===== src/rtl/commit_ctrl.sv =====
// commit_ctrl: in-order retirement controller sitting between the ROB head and
// the architectural state. Each cycle it looks at the ROB head and either
// retires it, releases a store to the LSQ, flushes on a branch mispredict or
// enters a trap on an exception.
//
// Ports
//   clk, reset         clock, synchronous active-high reset
//   rob_empty          ROB has no valid head
//   head_*             ROB head fields (ready, itype, tag, dest, value, branch
//                      outcome/target, pc, exception/mcause)
//   store_ack          LSQ wrote the head store to memory
//   store_fault        LSQ found the head store access illegal
//   rob_rd_en          dequeue the ROB head this cycle
//   illegal_access_e   tell the ROB to mark the head with mcause=2
//   rf_we/waddr/wdata  architectural register file write port
//   rf_wtag            retiring tag, clears matching rename entries
//   store_req          release the head store to the LSQ
//   flush              squash all speculative state
//   redirect_valid/pc  fetch redirect after a mispredict
//   trap_valid/mcause/mepc  trap entry request to the CSR unit
//   retired_count      free-running retired instruction counter
module commit_ctrl #(
    parameter int unsigned XLEN         = 32,
    parameter int unsigned ROB_IDX_W    = 4,
    parameter int unsigned FLUSH_CYCLES = 2
) (
    input  logic                 clk,
    input  logic                 reset,
    input  logic                 rob_empty,
    input  logic                 head_ready,
    input  logic [1:0]           head_itype,
    input  logic [ROB_IDX_W-1:0] head_rob_num,
    input  logic [4:0]           head_dest,
    input  logic [XLEN-1:0]      head_value,
    input  logic                 head_branch_mis,
    input  logic [XLEN-1:0]      head_target,
    input  logic [XLEN-1:0]      head_pc,
    input  logic                 head_exception,
    input  logic [7:0]           head_mcause,
    input  logic                 store_ack,
    input  logic                 store_fault,
    output logic                 rob_rd_en,
    output logic                 illegal_access_e,
    output logic                 rf_we,
    output logic [4:0]           rf_waddr,
    output logic [XLEN-1:0]      rf_wdata,
    output logic [ROB_IDX_W-1:0] rf_wtag,
    output logic                 store_req,
    output logic                 flush,
    output logic                 redirect_valid,
    output logic [XLEN-1:0]      redirect_pc,
    output logic                 trap_valid,
    output logic [7:0]           trap_mcause,
    output logic [XLEN-1:0]      trap_mepc,
    output logic [31:0]          retired_count
);

    localparam int unsigned CntW = $clog2(FLUSH_CYCLES + 1);
    localparam logic [CntW-1:0] FlushLoad = CntW'(FLUSH_CYCLES);

    typedef enum logic [1:0] {
        StRun,
        StStoreWait,
        StFlush
    } state_e;

    state_e            state_q, state_d;
    logic [CntW-1:0]   cnt_q, cnt_d;
    logic [31:0]       retired_count_q, retired_count_d;
    logic [XLEN-1:0]   redirect_pc_q, redirect_pc_d;
    logic              redirect_valid_q, redirect_valid_d;
    logic [7:0]        trap_mcause_q, trap_mcause_d;
    logic [XLEN-1:0]   trap_mepc_q, trap_mepc_d;
    logic              trap_valid_q, trap_valid_d;

    logic              rd_c;
    logic              rf_commit_c;
    logic              store_req_c;
    logic              illegal_c;
    logic              flush_c;

    always_comb begin
        state_d          = state_q;
        cnt_d            = cnt_q;
        redirect_pc_d    = redirect_pc_q;
        trap_mcause_d    = trap_mcause_q;
        trap_mepc_d      = trap_mepc_q;
        // Valid strobes only live for the first FLUSH cycle.
        redirect_valid_d = 1'b0;
        trap_valid_d     = 1'b0;
        rd_c             = 1'b0;
        rf_commit_c      = 1'b0;
        store_req_c      = 1'b0;
        illegal_c        = 1'b0;
        flush_c          = 1'b0;

        unique case (state_q)
            StRun: begin
                if (!rob_empty) begin
                    if (head_exception) begin
                        trap_mcause_d = head_mcause;
                        trap_mepc_d   = head_pc;
                        trap_valid_d  = 1'b1;
                        cnt_d         = FlushLoad;
                        state_d       = StFlush;
                    end else if (head_itype[1]) begin
                        if (head_ready) begin
                            rd_c        = 1'b1;
                            rf_commit_c = 1'b1;
                        end
                    end else if (head_itype[0]) begin
                        store_req_c = 1'b1;
                        state_d     = StStoreWait;
                    end else if (head_ready) begin
                        // Branches always retire; a mispredict also squashes.
                        rd_c = 1'b1;
                        if (head_branch_mis) begin
                            redirect_pc_d    = head_target;
                            redirect_valid_d = 1'b1;
                            cnt_d            = FlushLoad;
                            state_d          = StFlush;
                        end
                    end
                end
            end
            StStoreWait: begin
                store_req_c = 1'b1;
                if (store_fault) begin
                    // Fault wins over a simultaneous ack; head traps next cycle.
                    illegal_c = 1'b1;
                    state_d   = StRun;
                end else if (store_ack) begin
                    rd_c    = 1'b1;
                    state_d = StRun;
                end
            end
            StFlush: begin
                flush_c = 1'b1;
                cnt_d   = cnt_q - CntW'(1);
                if (cnt_q <= CntW'(1)) begin
                    state_d = StRun;
                end
            end
            default: begin
                state_d = StRun;
            end
        endcase
    end

    // Strobes are forced low while reset is held so nothing commits during reset.
    assign rob_rd_en        = rd_c & ~rob_empty & ~reset;
    assign rf_we            = rf_commit_c & (head_dest != 5'd0) & ~reset;
    assign rf_waddr         = (rf_commit_c && !reset) ? head_dest : 5'd0;
    assign rf_wdata         = (rf_commit_c && !reset) ? head_value : '0;
    assign rf_wtag          = (rf_commit_c && !reset) ? head_rob_num : '0;
    assign store_req        = store_req_c & ~reset;
    assign illegal_access_e = illegal_c & ~reset;
    assign flush            = flush_c & ~reset;
    assign redirect_valid   = redirect_valid_q & ~reset;
    assign trap_valid       = trap_valid_q & ~reset;
    assign redirect_pc      = redirect_pc_q;
    assign trap_mcause      = trap_mcause_q;
    assign trap_mepc        = trap_mepc_q;
    assign retired_count    = retired_count_q;

    assign retired_count_d  = retired_count_q + 32'(rob_rd_en);

    always_ff @(posedge clk) begin
        if (reset) begin
            state_q          <= StRun;
            cnt_q            <= '0;
            retired_count_q  <= '0;
            redirect_pc_q    <= '0;
            redirect_valid_q <= 1'b0;
            trap_mcause_q    <= '0;
            trap_mepc_q      <= '0;
            trap_valid_q     <= 1'b0;
        end else begin
            state_q          <= state_d;
            cnt_q            <= cnt_d;
            retired_count_q  <= retired_count_d;
            redirect_pc_q    <= redirect_pc_d;
            redirect_valid_q <= redirect_valid_d;
            trap_mcause_q    <= trap_mcause_d;
            trap_mepc_q      <= trap_mepc_d;
            trap_valid_q     <= trap_valid_d;
        end
    end

endmodule


===== config.mk =====
export PLATFORM = sky130hd
export DESIGN_NAME = commit_ctrl
export DESIGN_NICKNAME = d
export VERILOG_FILES = /design/src/rtl/commit_ctrl.sv
export SDC_FILE = /design/constraint.sdc
export NUM_CORES = 1
export LEC_CHECK = 0
export ABC_AREA = 1
export CORE_AREA = 2 2 123 125
export CTS_CLUSTER_DIAMETER = 50
export CTS_CLUSTER_SIZE = 20
export DETAILED_ROUTE_END_ITERATION = 8
export DIE_AREA = 0 0 125 127
export GPL_TIMING_DRIVEN = 0
export PLACE_DENSITY = 0.82
export SLEW_MARGIN = 10
export SYNTH_ARGS = -nofsm -noshare
export SYNTH_HDL_FRONTEND = slang
export SYNTH_SLANG_ARGS = --single-unit

===== constraint.sdc =====
create_clock -name clk -period 2.1 [get_ports clk]
set_clock_uncertainty 0.15 [all_clocks]
set_input_delay 0.315 -clock clk [delete_from_list [all_inputs] [get_ports clk]]
set_output_delay 0.315 -clock clk [all_outputs]
set_load 0.005 [all_outputs]

-- After elaboration in Yosys (flattened, before gate mapping)
Cells that the tools add are included.
- word-level logic and storage cells: 89
- output and inout bits: 152
- register bits after elaboration: 110
- equality and inequality tests: 11
- muxes and demuxes: 40
- order comparisons: 1
- bitwise operators: 16
- add/subtract/negate cells: 2
- reductions and logical operators: 11
- operators with widths (cell ; number):
    32-bit by 1-bit adder with 32-bit output ; 1
    32-bit 2-to-1 mux ; 1
    2-bit 2-to-1 mux ; 13
    1-bit 2-to-1 mux ; 20
    3-bit inequality test (second input constant) ; 5
    6-bit AND reduction ; 2
    1-bit AND ; 9
    4-bit inequality test (second input constant) ; 2
    1-bit NOT ; 7
    7-bit AND reduction ; 1
    7-bit OR reduction ; 1
    2-bit case mux with 3 select lines ; 1
    5-bit 2-to-1 mux ; 1
    5-bit nonzero test ; 1
    4-bit 2-to-1 mux ; 1
    2-bit inequality test (second input constant) ; 2
    1-bit case mux with 2 select lines ; 2
    2-bit case mux with 2 select lines ; 1
    3-bit AND reduction ; 1
    3-bit OR reduction ; 1
    2-bit by 1-bit equality test with 1-bit output (second input constant) ; 1
    2-bit equality test (second input constant) ; 1
    2-bit by 1-bit <= comparator with 1-bit output (second input constant) ; 1
    2-bit zero test ; 1
    4 further kinds ; 4

-- Depth between registers and ports, before layout
Gate-level depths: netlist of the first run.
- depth in word-level cells: 9
- gate-level depth with buffers: 15
- depth with buffers taken out: 15

-- Worst setup path before layout of the first run
Ideal clock, no wire load.
- path kind: register to register
- start point: register state_q[0]
- end point: register retired_count_q[20], in the netlist retired_count[20]
- data arrival time: 2056 ps
- cell stages (with the launch flop): 15
- buffers on the path: 0
- setup slack: -219 ps
- clock period less this slack: 2319 ps
- setup time: 113 ps
- cells stage by stage: dfxtp_1 > nor2_4 > nand2_2 > inv_2 > o211ai_1 > a21oi_1 > ha_1 > ha_1 > nand3_1 > nor2_2 > nand3_1 > nor2_1 > nand2_1 > nand2_1 > nor2_1
- word-level cells in the longest chain between the ends: 5
- elaborated cells between the ends (all ways): 6
- classes of those cells: add/sub (1); eq/ne (1); mux (1); bitwise (2); reduce/logical (1)
- RTL lines (element ; line ; text):
    from (decl) ; 67 ; state_e state_q, state_d;
    from (signal assigned) ; 170 ; state_q <= StRun;
    from (signal assigned) ; 179 ; state_q <= state_d;
    2-bit by 1-bit equality test with 1-bit output / 2-bit zero test (equally long branches) ; 97 ; unique case (state_q)
    1-bit case mux with 2 select lines * ; 97 ;
    1-bit AND * (2 in a row) ; 151 ; assign rob_rd_en = rd_c & ~rob_empty & ~reset;
    via rob_rd_en ; 42 ; output logic rob_rd_en,
    32-bit by 1-bit adder with 32-bit output * ; 166 ; assign retired_count_d = retired_count_q + 32'(rob_rd_en);
    to (signal assigned) ; 181 ; retired_count_q <= retired_count_d;
    to (decl) ; 69 ; logic [31:0] retired_count_q, retired_count_d;
Mark *: on every way through the listed nets, which the timed path passes. The rest lies on a longest branch.
A chain may end at the register's enable or synchronous reset.

-- Final worst setup path of the first run
- start point: register state_q[0]
- end point: output rf_wdata[23]
- word-level cells in the longest chain between the ends: 4
- RTL lines (element ; line ; text):
    2-bit zero test ; 97 ;
    1-bit 2-to-1 mux ; 97 ;
    1-bit logical AND ; 154 ; assign rf_wdata = (rf_commit_c && !reset) ? head_value : '0;
    32-bit 2-to-1 mux ; 154 ;
    to (decl) ; 46 ; output logic [XLEN-1:0] rf_wdata,
Every way passes these cells.

==> results of run 1 <==
## per-stage QoR
| step | setup slack, ns | total power, W | setup TNS (ns) | hold WS (ns) | cell area (um^2) |
|---|---|---|---|---|---|
| CTS | -0.179 | 0.00496 | -3.71 | 0.324 | 8840 |
| global route | -0.327 | 0.00515 | -12.39 | 0.354 | 8920 |
| global placement | -0.786 | 0.00303 | -40.10 | 0.311 | 8140 |
| floorplan | -0.119 | 0.00256 | -0.556 | 0.313 | 5170 |
| detailed placement | -0.833 | 0.00305 | -43.61 | 0.320 | 8140 |
| finish | -0.222 | 0.00494 | -4.58 | 0.322 | 8920 |
## flip-flops by register name, summed over array words and instances (netlist names)
name              flops
trap_valid_q          1
trap_mepc            32
trap_mcause           8
state_q               2
redirect_pc          32
retired_count        32
redirect_valid_q      1
cnt_q                 2
## layout make-up
cell class	instances	area [um^2]	area share (%)
Inverter	88	339	3.80
Timing Repair Buffer	322	2990	33.5
Multi-Input combinational cell	532	2610	29.3
Sequential cell	110	2200	24.7
Clock inverter	6	91.3	1.02
Buffer	30	219	2.45
Clock buffer	10	239	2.68
Tap cell	184	230	2.58
## synthesized netlist by cell type (all sizes together)
cell | instances | area [um^2]
o211ai | 1 | 7.51
nor3 | 2 | 15.0
nor2 | 278 | 1110
o21ai | 83 | 415
buf | 15 | 149
a21oi | 24 | 124
nand3b | 2 | 15.0
clkinv | 1 | 5.00
clkbuf | 15 | 58.8
nand2 | 106 | 418
inv | 87 | 327
o21a | 2 | 15.0
nand3 | 21 | 135
ha | 3 | 37.5
xor2 | 2 | 17.5
nand4 | 5 | 46.3
nor4 | 1 | 6.26
dfxtp | 110 | 2200
o21bai | 1 | 7.51
## power by group
group | switching (W) | internal, W
sequential | 0.0000476 | 0.00217
combinational | 0.000350 | 0.000482
clock | 0.000802 | 0.00109
## what timing repair did
action / 4_1_cts / 5_1_grt
hold endpoints to repair: 0 / 0
resized for setup: 255 / 16
pin swaps: 32 / 9
setup endpoints to repair: 74 / 76
setup buffers: 37 / 7
gates cloned: 5 / 0
## logic make-up (layout without fill, tap and decap cells)
| group | after synthesis | count (layout) | synth area share (%) |
|---|---|---|---|
| AO/OA/AOI/OAI | 111 | 111 | 11.1 |
| XOR/XNOR | 2 | 2 | 0.343 |
| adder cells (fa/ha/maj) | 3 | 3 | 0.735 |
| buffers and inverters | 118 | 456 | 10.6 |
| flip-flops | 110 | 110 | 43.1 |
| AND/OR/NAND/NOR | 415 | 416 | 34.1 |
## placed cells by master (no fill, tap or decap), drive strengths merged, types with 2 or more instances in the layout
master / n
nor2: 278
clkdlybuf4s50: 223
dfxtp: 110
nand2: 106
buf: 104
inv: 89
o21ai: 83
clkbuf: 26
a21oi: 24
nand3: 21
dlygate4sd2: 6
nand4: 6
clkinv: 3
ha: 3
nand3b: 2
xor2: 2
o21a: 2
bufinv: 2
clkdlybuf4s15: 2
nor3: 2
## per-layer routing
metal	vias to the layer above	track usage (%)
met5	-	0
met4	2	9.15
met3	43	10.1
met2	298	43.1
met1	2708	24.1
li1	3009	-
## worst max path at each step
stage | startpoint | end | slack [ns] | cells past startpoint
floorplan | state_q[1]$_SDFFE_PP0P_ | retired_count[20]$_SDFF_PP0_ | -0.12 | 14
global placement | head_exception | retired_count[18]$_SDFF_PP0_ | -0.79 | 15
detailed placement | head_exception | retired_count[20]$_SDFF_PP0_ | -0.83 | 15
CTS | state_q[1]$_SDFFE_PP0P_ | flush | -0.18 | 5
global route | state_q[0]$_SDFFE_PP0P_ | retired_count[22]$_SDFF_PP0_ | -0.33 | 14
finish | state_q[0]$_SDFFE_PP0P_ | rf_wdata[23] | -0.22 | 10
## worst min-delay path, cell delays in order (launching register included)
cell and delay (ns):
dfxtp_1 0.32, nand2_1 0.07, a21oi_2 0.04
==> results.yml, run 1 <==
clocking:
  cts_buffers: 9
  cts.sinks: 110
  cts_htree_levels: 3
  cts-hold-fix-buffers: 0
  clk_pin_slew_worst_paths_ns: 0.07
  clockRootBuffer: "clkbuf_16"
  cts_tree: "built"
  clk_latency_ns: 0.35
  clk_path_buf_depth: 2
sta:
  fmax_ghz: 0.431
  timing.final.crit_share_pct: 111
  fin_ws_ns: -0.222
  slew_violations: 0
  min_period_ns: 2.32
  rsz0062_at_grt: "yes"
  slew_headroom_pct: 58.2
  setup_viol: 53
  tightestPinTransition_ns: 0.626
  final_hold_viol_count: 0
worst_setup_path:
  reg2reg_depth: 14
  cp_data_required_time_ns: 1.63
  slowest_delay_ns: 0.35
  cpLargestDelayFamily: "buffers and inverters"
  cp-start-kind: "register"
  crit_fanout: 4
  path_class: "register to output port"
  crit_top_cell: "buf_6"
  cp_slowest_cell: "dfxtp_2"
  arrival_ns: 1.86
  end_kind: "output port"
  worst-path-buf-inv: 6
  r2r-start: "state_q[0]$_SDFFE_PP0P_"
  crit_path_cell_trace: "nor2_4 -> nand2_2 -> inv_4 -> buf_4 -> nand4_4 -> buf_6 -> buf_6 -> buf_6 -> nor2_1 -> buf_2"
  r2r_end: "retired_count[16]$_SDFF_PP0_"
  r2r_slack_ns: -0.16
layout:
  final_cells: 1282
  drive_above_1_share_pct: 18.2
  num_antenna_cells: 0
  nFillCells: 1266
  nNetsFinal: 1219
  final_core_util_pct: 61.8
  area_growth_pct: 74.7
hold_path:
  worstHoldStart: "retired_count[31]$_SDFF_PP0_"
  min_path_type: "register to register"
  hold_depth: 2
  worstHoldEndpoint: "retired_count[31]$_SDFF_PP0_"
floorplan:
  rows: 44
  ioPinCount: 275
  die-area_um2: 15900
  die_w_um: 125
  fp.dieH_um: 127
  start_util_pct: 35.4
  core-area_um2: 14400
detailed_routing:
  dr.first_iter.drc_count: 405
  final_antenna_net_count: 0
  wl_met1_mm: 6.90
  num_vias: 6060
  route.met3.wl_mm: 2.02
  dr.max_layer_used: "met5"
  firstDrtPassIters: 5
  post_drt_wl_per_cell_um: 14.9
  drc: 0
  post_drt_via_cell_ratio: 4.73
  dr_wl_met2_mm: 9.59
  drt-total-wl_mm: 19.1
placement:
  dpl.hpwl_mm: 13.8
  dp.cells: 1217
  gp_congestion: 0.907
  port-buffer-count: 274
yosys:
  syn_avg_cell_area_um2: 6.73
  ys_seq_area_share_pct: 43.1
  ys_seq_elements: 110
  synth_nets: 885
  synthesis.area_um2: 5110
  syn_inst: 759
  synth.distinct_cells: 33
  yosysWarnings: 0
global_routing:
  grt_pass1_wl_mm: 30.0
  grt_pass1_vias: 5913
  grt_use_total_pct: 23.7
  grt_start_max_net_pins: 19
  grt_overflow: 0
  antenna_found_initial: 1
pwr:
  p_leak_nw: 3.61
  peakVddDrop_mv: 0.528
  cellPowerDensity_nw_per_um2: 554
outcome:
  violations: "negative setup slack"
  outcome: "finished, violations left"
job:
  cap_violations: 0
(Power assumes the default switching activity.)
==> run 2: changes to the inputs <==
--- a/config.mk
+++ b/config.mk
@@ -11,6 +11,7 @@
 export CTS_CLUSTER_SIZE = 20
 export DETAILED_ROUTE_END_ITERATION = 8
 export DIE_AREA = 0 0 125 127
+export GPL_ROUTABILITY_DRIVEN = 0
 export GPL_TIMING_DRIVEN = 0
 export PLACE_DENSITY = 0.82
 export SLEW_MARGIN = 10
==> results of run 2 <==
Final layout, timing and power as in run 1 (identical DEF).
==> run 3: changes to the inputs <==
--- a/config.mk
+++ b/config.mk
@@ -18,3 +18,4 @@
 export SYNTH_ARGS = -nofsm -noshare
 export SYNTH_HDL_FRONTEND = slang
 export SYNTH_SLANG_ARGS = --single-unit
+export TNS_END_PERCENT = 20
==> run 3 against run 2 <==
- the run still ends with negative setup slack left
- largest power group unchanged
- design area shrank 1.9%
- non-clock buffer count shrank 11
- critical endpoint is now retired_count[9]$_SDFF_PP0_
- global-route usage fell by 1.2 points
- hold slack worse by 0.038 ns
- maximum frequency decreased by 0.47%
==> results.yml, run 3 (synthesized netlist as in run 1, its figures left out) <==
floorplan:
  die_w_um: 125
  fp.dieH_um: 127
  start_util_pct: 35.4
  core-area_um2: 14400
  rows: 44
  ioPinCount: 275
  die-area_um2: 15900
sta:
  timing.final.crit_share_pct: 111
  slew_violations: 0
  rsz0062_at_grt: "yes"
  tightestPinTransition_ns: 0.518
  fin_tns_setup_ns: -5.78
  setup_viol: 55
  fmax_ghz: 0.429
  final_hold_viol_count: 0
  holdWs_ns: 0.283
  min_period_ns: 2.33
  slew_headroom_pct: 65.4
  fin_ws_ns: -0.233
pwr:
  internal_power_w: 0.00358
  p_sw_w: 0.00119
  p_leak_nw: 3.53
  totalPowerFinal_w: 0.00477
  peakVddDrop_mv: 0.630
  power_frac_clock_pct: 36.2
  pwr-share-seq_pct: 46.5
  switching_share_pct: 24.9
  power_frac_comb_pct: 17.2
  cellPowerDensity_nw_per_um2: 544
layout:
  stdcell_area_um2: 8750
  layout_commonest_cell: "nor2_1"
  nFillCells: 1311
  regArea_um2: 2200
  drive_above_1_share_pct: 15.7
  area_growth_pct: 71.4
  layout_common_cells: "nor2_1 (244), clkdlybuf4s50_1 (222), dfxtp_1 (108), nand2_1 (98), inv_1 (84)"
  nNetsFinal: 1208
  multi_input_area_um2: 2570
detailed_routing:
  post_drt_via_cell_ratio: 4.64
  post_drt_wl_per_cell_um: 14.5
  firstDrtPassIters: 5
  dr.first_iter.drc_count: 372
  drt-total-wl_mm: 18.5
  final_antenna_net_count: 0
  drc: 0
  num_vias: 5899
job:
  cap_violations: 0
global_routing:
  grt_overflow: 0
  grt_pass1_vias: 5703
  grt_start_max_net_pins: 19
  grt_use_total_pct: 22.4
  grt_pass1_wl_mm: 28.7
  antenna_found_initial: 2
clocking:
  cts_buffers: 9
  cts_htree_levels: 3
  clk_latency_ns: 0.35
  clockRootBuffer: "clkbuf_16"
  clk_path_buf_depth: 2
  clk_pin_slew_worst_paths_ns: 0.07
  cts_tree: "built"
  cts.sinks: 110
  cts-hold-fix-buffers: 0
placement:
  port-buffer-count: 274
  dpl.hpwl_mm: 13.6
  dp_slack_ns: -0.882
  place_area_um2: 8130
outcome:
  violations: "negative setup slack"
  outcome: "finished, violations left"
worst_setup_path:
  end_kind: "register"
  r2r_slack_ns: -0.23
  path_class: "register to register"
  arrival_ns: 2.43
  cp_data_required_time_ns: 2.20
  crit_fanout: 4
  cp-start-kind: "register"
hold_path:
  min_path_type: "primary input to register"
-- run 3: cell count changes in the layout (fill, tap and decap cells not counted), sizes merged, moves of 2 or more --
cell,delta
clkbuf,+3
diode,+2
dlygate4sd2,+5
buf,-20
-- run 3: what timing repair did --
action,CTS,global route
pin swaps,21,13
resized for setup,193,32
endpoints found under the setup margin,75,68
buffers inserted,23,10
cloned,5,0
-- run 3: worst max-delay path, stage by stage, from the launching register on --
cell and delay [ns]:
dfxtp_2 0.34, nor2_4 0.11, nand2_2 0.08, inv_4 0.10, o211ai_1 0.14, a21oi_4 0.22
ha_4 0.18, buf_4 0.11, buf_6 0.08, inv_2 0.04, nor2_4 0.15, nand3b_1 0.17
buf_4 0.19, o21ai_1 0.10, a21oi_1 0.05
-- run 3: path summary, 6_finish.rpt --
check | startpoint | to | cells past startpoint
hold / removal | head_itype[0] | state_q[0]$_SDFFE_PP0P_ | 3
hold reg to reg | trap_mepc[4]$_SDFFE_PP0P_ | trap_mepc[4]$_SDFFE_PP0P_ | 2
setup reg to reg | state_q[0]$_SDFFE_PP0P_ | retired_count[9]$_SDFF_PP0_ | 14
setup / recovery | state_q[0]$_SDFFE_PP0P_ | retired_count[9]$_SDFF_PP0_ | 14
-- run 3: layer usage --
| layer | track usage (%) | routed length, um | vias up |
|---|---|---|---|
| li1 | - | - | 2995 |
| met1 | 24.9 | 7010 | 2632 |
| met2 | 40.0 | 9340 | 237 |
| met3 | 8.17 | 1720 | 35 |
| met4 | 7.32 | 422 | 0 |
| met5 | 0 | 0 | - |
-- run 3: layout make-up --
cell class                 count  share of cell area, %
antenna                        2                 0.0572
clock buffer                   9                   2.57
multi-input combinational    532                   29.4
buffer                        30                   2.49
tap                          184                   2.63
inverter                      88                   3.82
sequential                   110                   25.2
clock inverter                 6                  0.815
timing repair buffer         311                   33.0
-- run 3: per-stage QoR --
step,std cells,util (%)
floorplan,759,-
global placement,1217,56.4
detailed placement,1217,56.4
CTS,1260,60.1
global route,1271,60.7
finish,1272,60.7
-- run 3: power groups by stage --
stage / logic, W / registers, W / clock network (W)
2_1_floorplan: 0.000286 / 0.00227 / 0
3_3_place_gp: 0.000766 / 0.00226 / 0
3_5_place_dp: 0.000777 / 0.00227 / 0
4_1_cts: 0.000809 / 0.00222 / 0.00177
5_1_grt: 0.000908 / 0.00223 / 0.00185
6_report: 0.000821 / 0.00222 / 0.00173
